<file path="src/rtl/pc_pkg.sv">
// Shared definitions for the fetch PC unit: next-PC source encoding and defaults.
package pc_pkg;

    // Source of the next fetch PC, in no particular priority order
    typedef enum logic [2:0] {
        NPC_SEQ,
        NPC_BRANCH,
        NPC_RAS,
        NPC_TRAP,
        NPC_MRET
    } npc_sel_e;

    localparam int unsigned DEFAULT_PC_WIDTH = 32;
    localparam logic [31:0] DEFAULT_TRAP_VEC = 32'h0000_0100;

    // A fetch target is legal only when word aligned
    function automatic logic is_misaligned(input logic [1:0] low_bits);
        return low_bits != 2'b00;
    endfunction

endpackage

</file>
<file path="src/rtl/ras_stack.sv">
// Circular return-address stack. A pop is applied before a push in the same
// cycle; pushing into a full stack overwrites the oldest entry.
module ras_stack #(
    parameter int unsigned WIDTH = 32,
    parameter int unsigned DEPTH = 4
) (
    input  logic                       clk,
    input  logic                       rst_n,
    input  logic                       push,
    input  logic                       pop,
    input  logic [WIDTH-1:0]           push_data,
    output logic [WIDTH-1:0]           top,
    output logic [$clog2(DEPTH+1)-1:0] count
);

    localparam int unsigned PW = $clog2(DEPTH);
    localparam int unsigned CW = $clog2(DEPTH+1);

    logic [WIDTH-1:0] mem [DEPTH];
    logic [PW-1:0]    wr_ptr;
    logic [PW-1:0]    top_idx;
    logic             pop_eff;
    logic [PW-1:0]    ptr_after_pop;
    logic [CW-1:0]    cnt_after_pop;
    logic [PW-1:0]    ptr_next;
    logic [CW-1:0]    cnt_next;

    assign top_idx = wr_ptr - 1'b1;
    assign top     = mem[top_idx];

    // Pop (ignored when empty) first, then push on top of the popped state
    always_comb begin
        pop_eff       = pop && (count != '0);
        ptr_after_pop = pop_eff ? (wr_ptr - 1'b1) : wr_ptr;
        cnt_after_pop = pop_eff ? (count - 1'b1) : count;
        ptr_next      = ptr_after_pop;
        cnt_next      = cnt_after_pop;
        if (push) begin
            ptr_next = ptr_after_pop + 1'b1;
            if (cnt_after_pop != CW'(DEPTH)) begin
                cnt_next = cnt_after_pop + 1'b1;
            end
        end
    end

    // Pointer and occupancy; stale entries are masked by count after reset
    always_ff @(posedge clk) begin
        if (!rst_n) begin
            wr_ptr <= '0;
            count  <= '0;
        end else begin
            wr_ptr <= ptr_next;
            count  <= cnt_next;
        end
    end

    // Entry storage, written at the post-pop slot
    always_ff @(posedge clk) begin
        if (push) begin
            mem[ptr_after_pop] <= push_data;
        end
    end

endmodule

</file>
<file path="src/rtl/pc_ctrl_ras.sv">
// Fetch PC unit: priority next-PC select (trap, mret, RAS return, redirect,
// sequential), misaligned-target trapping and a return-address stack.
module pc_ctrl_ras
    import pc_pkg::*;
#(
    parameter int unsigned          PC_WIDTH  = DEFAULT_PC_WIDTH,
    parameter logic [PC_WIDTH-1:0]  RESET_PC  = '0,
    parameter logic [PC_WIDTH-1:0]  TRAP_VEC  = PC_WIDTH'(DEFAULT_TRAP_VEC),
    parameter int unsigned          RAS_DEPTH = 4
) (
    input  logic                           clk,
    input  logic                           rst_n,
    input  logic                           go,
    input  logic                           trap,
    input  logic                           mret,
    input  logic                           branch_taken,
    input  logic                           call,
    input  logic                           ret,
    input  logic [PC_WIDTH-1:0]            branch_target,
    output logic [PC_WIDTH-1:0]            PC,
    output logic [PC_WIDTH-1:0]            epc,
    output logic [$clog2(RAS_DEPTH+1)-1:0] ras_count,
    output logic                           ras_hit,
    output logic                           misaligned
);

    npc_sel_e            sel;
    logic                mis_d;
    logic                ras_push;
    logic                ras_pop;
    logic [PC_WIDTH-1:0] ras_top;
    logic [PC_WIDTH-1:0] pc_plus4;
    logic [PC_WIDTH-1:0] npc;

    assign pc_plus4 = PC + PC_WIDTH'(4);

    // Priority select; a misaligned redirect becomes a trap with no RAS activity
    always_comb begin
        sel      = NPC_SEQ;
        mis_d    = 1'b0;
        ras_push = 1'b0;
        ras_pop  = 1'b0;
        if (trap) begin
            sel = NPC_TRAP;
        end else if (mret) begin
            sel = NPC_MRET;
        end else if (ret && (ras_count != '0)) begin
            sel      = NPC_RAS;
            ras_pop  = go;
            ras_push = go && call;
        end else if (ret || call || branch_taken) begin
            if (is_misaligned(branch_target[1:0])) begin
                sel   = NPC_TRAP;
                mis_d = 1'b1;
            end else begin
                sel      = NPC_BRANCH;
                ras_pop  = go && ret;
                ras_push = go && call;
            end
        end
    end

    // Next-PC data mux driven by the selected source
    always_comb begin
        npc = pc_plus4;
        case (sel)
            NPC_SEQ:    npc = pc_plus4;
            NPC_BRANCH: npc = branch_target;
            NPC_RAS:    npc = ras_top;
            NPC_TRAP:   npc = TRAP_VEC;
            NPC_MRET:   npc = epc;
            default:    npc = pc_plus4;
        endcase
    end

    // Architectural PC/epc and one-cycle status pulses
    always_ff @(posedge clk) begin
        if (!rst_n) begin
            PC         <= RESET_PC;
            epc        <= '0;
            ras_hit    <= 1'b0;
            misaligned <= 1'b0;
        end else if (go) begin
            PC         <= npc;
            if (sel == NPC_TRAP) begin
                epc <= PC;
            end
            ras_hit    <= (sel == NPC_RAS);
            misaligned <= mis_d;
        end else begin
            ras_hit    <= 1'b0;
            misaligned <= 1'b0;
        end
    end

    ras_stack #(
        .WIDTH (PC_WIDTH),
        .DEPTH (RAS_DEPTH)
    ) u_ras (
        .clk       (clk),
        .rst_n     (rst_n),
        .push      (ras_push),
        .pop       (ras_pop),
        .push_data (pc_plus4),
        .top       (ras_top),
        .count     (ras_count)
    );

endmodule

</file>
<file path="config.mk">
export PLATFORM = sky130hd
export DESIGN_NAME = pc_ctrl_ras
export DESIGN_NICKNAME = d
export VERILOG_FILES = /design/src/rtl/pc_pkg.sv /design/src/rtl/ras_stack.sv /design/src/rtl/pc_ctrl_ras.sv
export SDC_FILE = /design/constraint.sdc
export NUM_CORES = 1
export LEC_CHECK = 0
export CAP_MARGIN = 20
export CORE_UTILIZATION = 58
export CTS_BUF_LIST = sky130_fd_sc_hd__clkbuf_8
export DETAILED_ROUTE_END_ITERATION = 6
export GPL_TIMING_DRIVEN = 1
export PLACE_DENSITY = 0.87
export REMOVE_ABC_BUFFERS = 1
export SYNTH_ARGS = -nofsm -noshare
export SYNTH_HDL_FRONTEND = slang
export SYNTH_SLANG_ARGS = --single-unit
</file>
<file path="constraint.sdc">
create_clock -name clk -period 11.6 [get_ports clk]
set_input_delay 1.16 -clock clk [delete_from_list [all_inputs] [get_ports clk]]
set_output_delay 1.16 -clock clk [all_outputs]
set_load 0.05 [all_outputs]
</file>
==> impl_metrics.csv <==
group,metric,value,unit
run_status,status,"finished, final reports clean",
worst_setup_path,reg2reg_depth,9,
global_routing,grt_overflow,0,
min_path,hold_depth,2,
placed_design,placedCellCount,991,
floorplan,pin_count,109,
worst_setup_path,cpLargestDelayFamily,"buffers and inverters",
worst_setup_path,slowest_stage,"clkdlybuf4s50_1",
timing,setup_viol,0,
timing,hold_viol_final,0,
drt,ant_nets,0,
power_and_ir_drop,pwr-share-clk,0.367,
cts,cts_buffer_depth,2,
worst_setup_path,r2r-start,"u_ras.count[0]$_SDFF_PN0_",
floorplan,core-area,15200,um^2
cts,cts_hold_buf,0,
cts,cts_tree,"done",
power_and_ir_drop,pwr-share-seq,0.552,
cts,cts.sinks,199,
drt,wire_per_inst,23.9,um
drt,vias,7002,
timing,rsz0062_at_grt,"false",
drt,first_iter_violations,926,
worst_setup_path,criticalPathCategory,"in2reg",
cts,clk_pin_slew_worst_paths,90,ps
worst_setup_path,startpoint_type,"input port",
worst_setup_path,cp_data_arrival_time,4200,ps
power_and_ir_drop,max-vdd-ir-drop,92.1,uV
power_and_ir_drop,power.density,130,nW/um^2
finish,layoutNonFillerInstCount,1024,
worst_setup_path,path_buf_inv,3,
logic_synthesis,yosysWarningCount,0,
worst_setup_path,cp_slowest_stage_delay,750,ps
worst_setup_path,crit_end,"u_ras.mem[3][1]$_DFFE_PP_",
logic_synthesis,synth-edff-count,128,
worst_setup_path,worstReg2RegEnd,"u_ras.mem[3][1]$_DFFE_PP_",
power_and_ir_drop,p_sw,323,uW
finish,drive_gt1_frac,0.129,
timing,layout_min_cycle_time,4020,ps
worst_setup_path,cp.required,11780,ps
worst_setup_path,worstPathMaxFanout,27,
power_and_ir_drop,leakagePower,3.46,nW
cts,cts_buffers,17,
finish,nets,866,
logic_synthesis,netlist_area,9040,um^2
cts,cts_setup_buffers,0,
global_routing,track_usage,0.310,
floorplan,dieWidth,127,um
power_and_ir_drop,p_int,1.07,mW
flow_run,drv_cap,0,
global_routing,first_global_vias,6885,
logic_synthesis,ys_ff_latch,199,
worst_setup_path,crit_chain,"clkdlybuf4s50_1 > or2_2 > nor3_4 > buf_4 > nand2_1 > or3_1 > a21oi_4 > buf_12",
logic_synthesis,avgSynthCellArea,12.2,um^2
global_routing,grt_max_degree,75,
placed_design,port_buffers,108,
cts,clock_latency,470,ps
timing,fin_crit_sh,0.347,
floorplan,initial_utilization,0.594,
placed_design,hpwl,15.3,mm
cts,htree_num_levels,4,
drt,drt_wl_total,24.4,mm
worst_setup_path,cp.depth,8,
finish,final_cell_mix,"edfxtp_1 (128), clkdlybuf4s50_1 (107), nand2_1 (78), dfxtp_1 (70), nand3_1 (48)",
logic_synthesis,synth_cells,741,
drt,route.detailed.drc,0,
timing,tightest_slew,1170,ps
logic_synthesis,ys_types,75,
worst_setup_path,critPathCaptureType,"flop",
timing,fin_setup_tns,0,ps
floorplan,die_area,16100,um^2
floorplan,core.rowCount,45,
logic_synthesis,ys_seq_area_frac,0.583,
timing,max_freq,249,MHz
floorplan,die_h,127,um
min_path,hold_path_class,"reg2reg",
power_and_ir_drop,switching_share,0.231,
worst_setup_path,regToRegSetupSlack,8600,ps
timing,slew_violations,0,
timing,clock_skew,12.0,ps
logic_synthesis,synthArstFlopShare,0,
cts,post_cts_resized,0,
power_and_ir_drop,comb_power_share,0.081,
finish,final_common_cell,"edfxtp_1",
worst_setup_path,startpoint,"trap",
drt,drtPass1Iterations,5,
placed_design,place.gp.congestion,0.845,
finish,area_growth,18.5,%
global_routing,antenna_found_initial,0,
cts,clockRootBuffer,"clkbuf_8",
drt,viasPerCell,6.84,
finish,diodes,0,
timing,slew_headroom,0.214,
logic_synthesis,ys.flop_type,"edfxtp_1",
global_routing,grt_pass1_wl,37.1,mm
[kinds of logic (layout without fill, tap and decap cells)]
| family | Yosys count | in the layout | share of synthesized area |
|---|---|---|---|
| compound gates | 173 | 173 | 0.132 |
| xor+xnor | 29 | 29 | 0.0281 |
| fa+ha+maj | 3 | 3 | 0.00415 |
| buf+inv | 73 | 168 | 0.0366 |
| flops | 199 | 199 | 0.583 |
| mux | 37 | 37 | 0.0856 |
| simple gates | 227 | 227 | 0.131 |
[worst reg2reg max path, cell delays in order (launching register included)]
cell and delay, ps:
dfxtp_1 380, inv_1 80, ha_1 210, nor2b_1 220, nor3_4 180, buf_4 370, nand2_1 170, or3_1 380
a21oi_4 440, buf_12 250
[area by class of cell]
| type | instances | area (um^2) |
|---|---|---|
| multi-input combinational | 469 | 3480 |
| timing repair buffer | 124 | 1210 |
| inverter | 12 | 45.0 |
| sequential | 199 | 5270 |
| clock inverter | 15 | 235 |
| tap | 188 | 235 |
| clock buffer | 17 | 234 |
| fill | 1009 | 4490 |
[routing by layer]
metal	vias to the layer above	part of all wire	wire length, um	track usage
met5	-	0	0	0
met4	0	0.035	855	0.139
met1	3335	0.37	9110	0.410
li1	3007	-	-	-
met3	88	0.12	2910	0.0662
met2	572	0.47	11500	0.496
[Yosys cell counts (3+ instances only)]
library cell	n	share of area
a211oi_1	3	0.0025
a21o_1	3	0.0025
a21oi_1	41	0.023
a221o_1	11	0.012
a221oi_1	7	0.0068
a22o_1	4	0.0039
a22oi_1	11	0.0091
a311oi_1	3	0.0029
a31oi_1	4	0.0028
and3_1	6	0.0042
and4_1	6	0.0058
buf_2	20	0.011
buf_4	4	0.0033
clkbuf_1	32	0.013
dfxtp_1	71	0.16
edfxtp_1	128	0.43
ha_1	3	0.0042
inv_1	12	0.0050
mux2i_1	3	0.0033
mux4_2	32	0.080
nand2_1	78	0.032
nand2b_1	3	0.0021
nand3_1	48	0.027
nand4_1	9	0.0062
nor2_1	27	0.011
nor3_1	13	0.0072
nor4_1	4	0.0028
o2111a_1	3	0.0037
o21ai_0	45	0.025
o31ai_1	12	0.010
or2_2	4	0.0028
or3_1	5	0.0035
or4_1	3	0.0025
xnor2_1	22	0.021
xor2_1	7	0.0068
[power groups by stage]
stage               Combinational, mW  Clock (mW)  Sequential (mW)
floorplan                      0.0350           0            0.805
global placement                0.106           0            0.785
detailed placement              0.110           0            0.786
CTS                             0.110       0.515            0.769
global route                    0.118       0.542            0.771
finish                          0.112       0.512            0.770
[sequential cells by signal, summed over array words and instances (netlist names)]
| register | cells |
|---|---|
| u_ras.mem | 128 |
| misaligned | 1 |
| epc | 32 |
| PC | 32 |
| u_ras.wr_ptr | 2 |
| ras_hit | 1 |
| u_ras.count | 3 |
[worst min-delay path by stage]
stage,end,from
global route,epc[8]$_SDFFE_PN0P_,epc[8]$_SDFFE_PN0P_
finish,epc[4]$_SDFFE_PN0P_,epc[4]$_SDFFE_PN0P_
CTS,epc[4]$_SDFFE_PN0P_,epc[4]$_SDFFE_PN0P_
floorplan,PC[28]$_SDFFE_PN0P_,u_ras.mem[1][28]$_DFFE_PP_
global placement,epc[6]$_SDFFE_PN0P_,epc[6]$_SDFFE_PN0P_
detailed placement,epc[4]$_SDFFE_PN0P_,epc[4]$_SDFFE_PN0P_
[metrics by stage]
step	total power, mW	hold WS (ps)	cell area [um^2]	utilization	setup WS [ps]
after detailed placement	0.895	484	10200	0.673	7140
after global placement	0.891	472	10200	0.672	6940
after global routing	1.43	530	10700	0.704	7500
final	1.39	496	10700	0.704	7580
after floorplan	0.840	648	8750	-	7020
after CTS	1.39	497	10700	0.704	7640
Power figures use the tool's default switching activity.
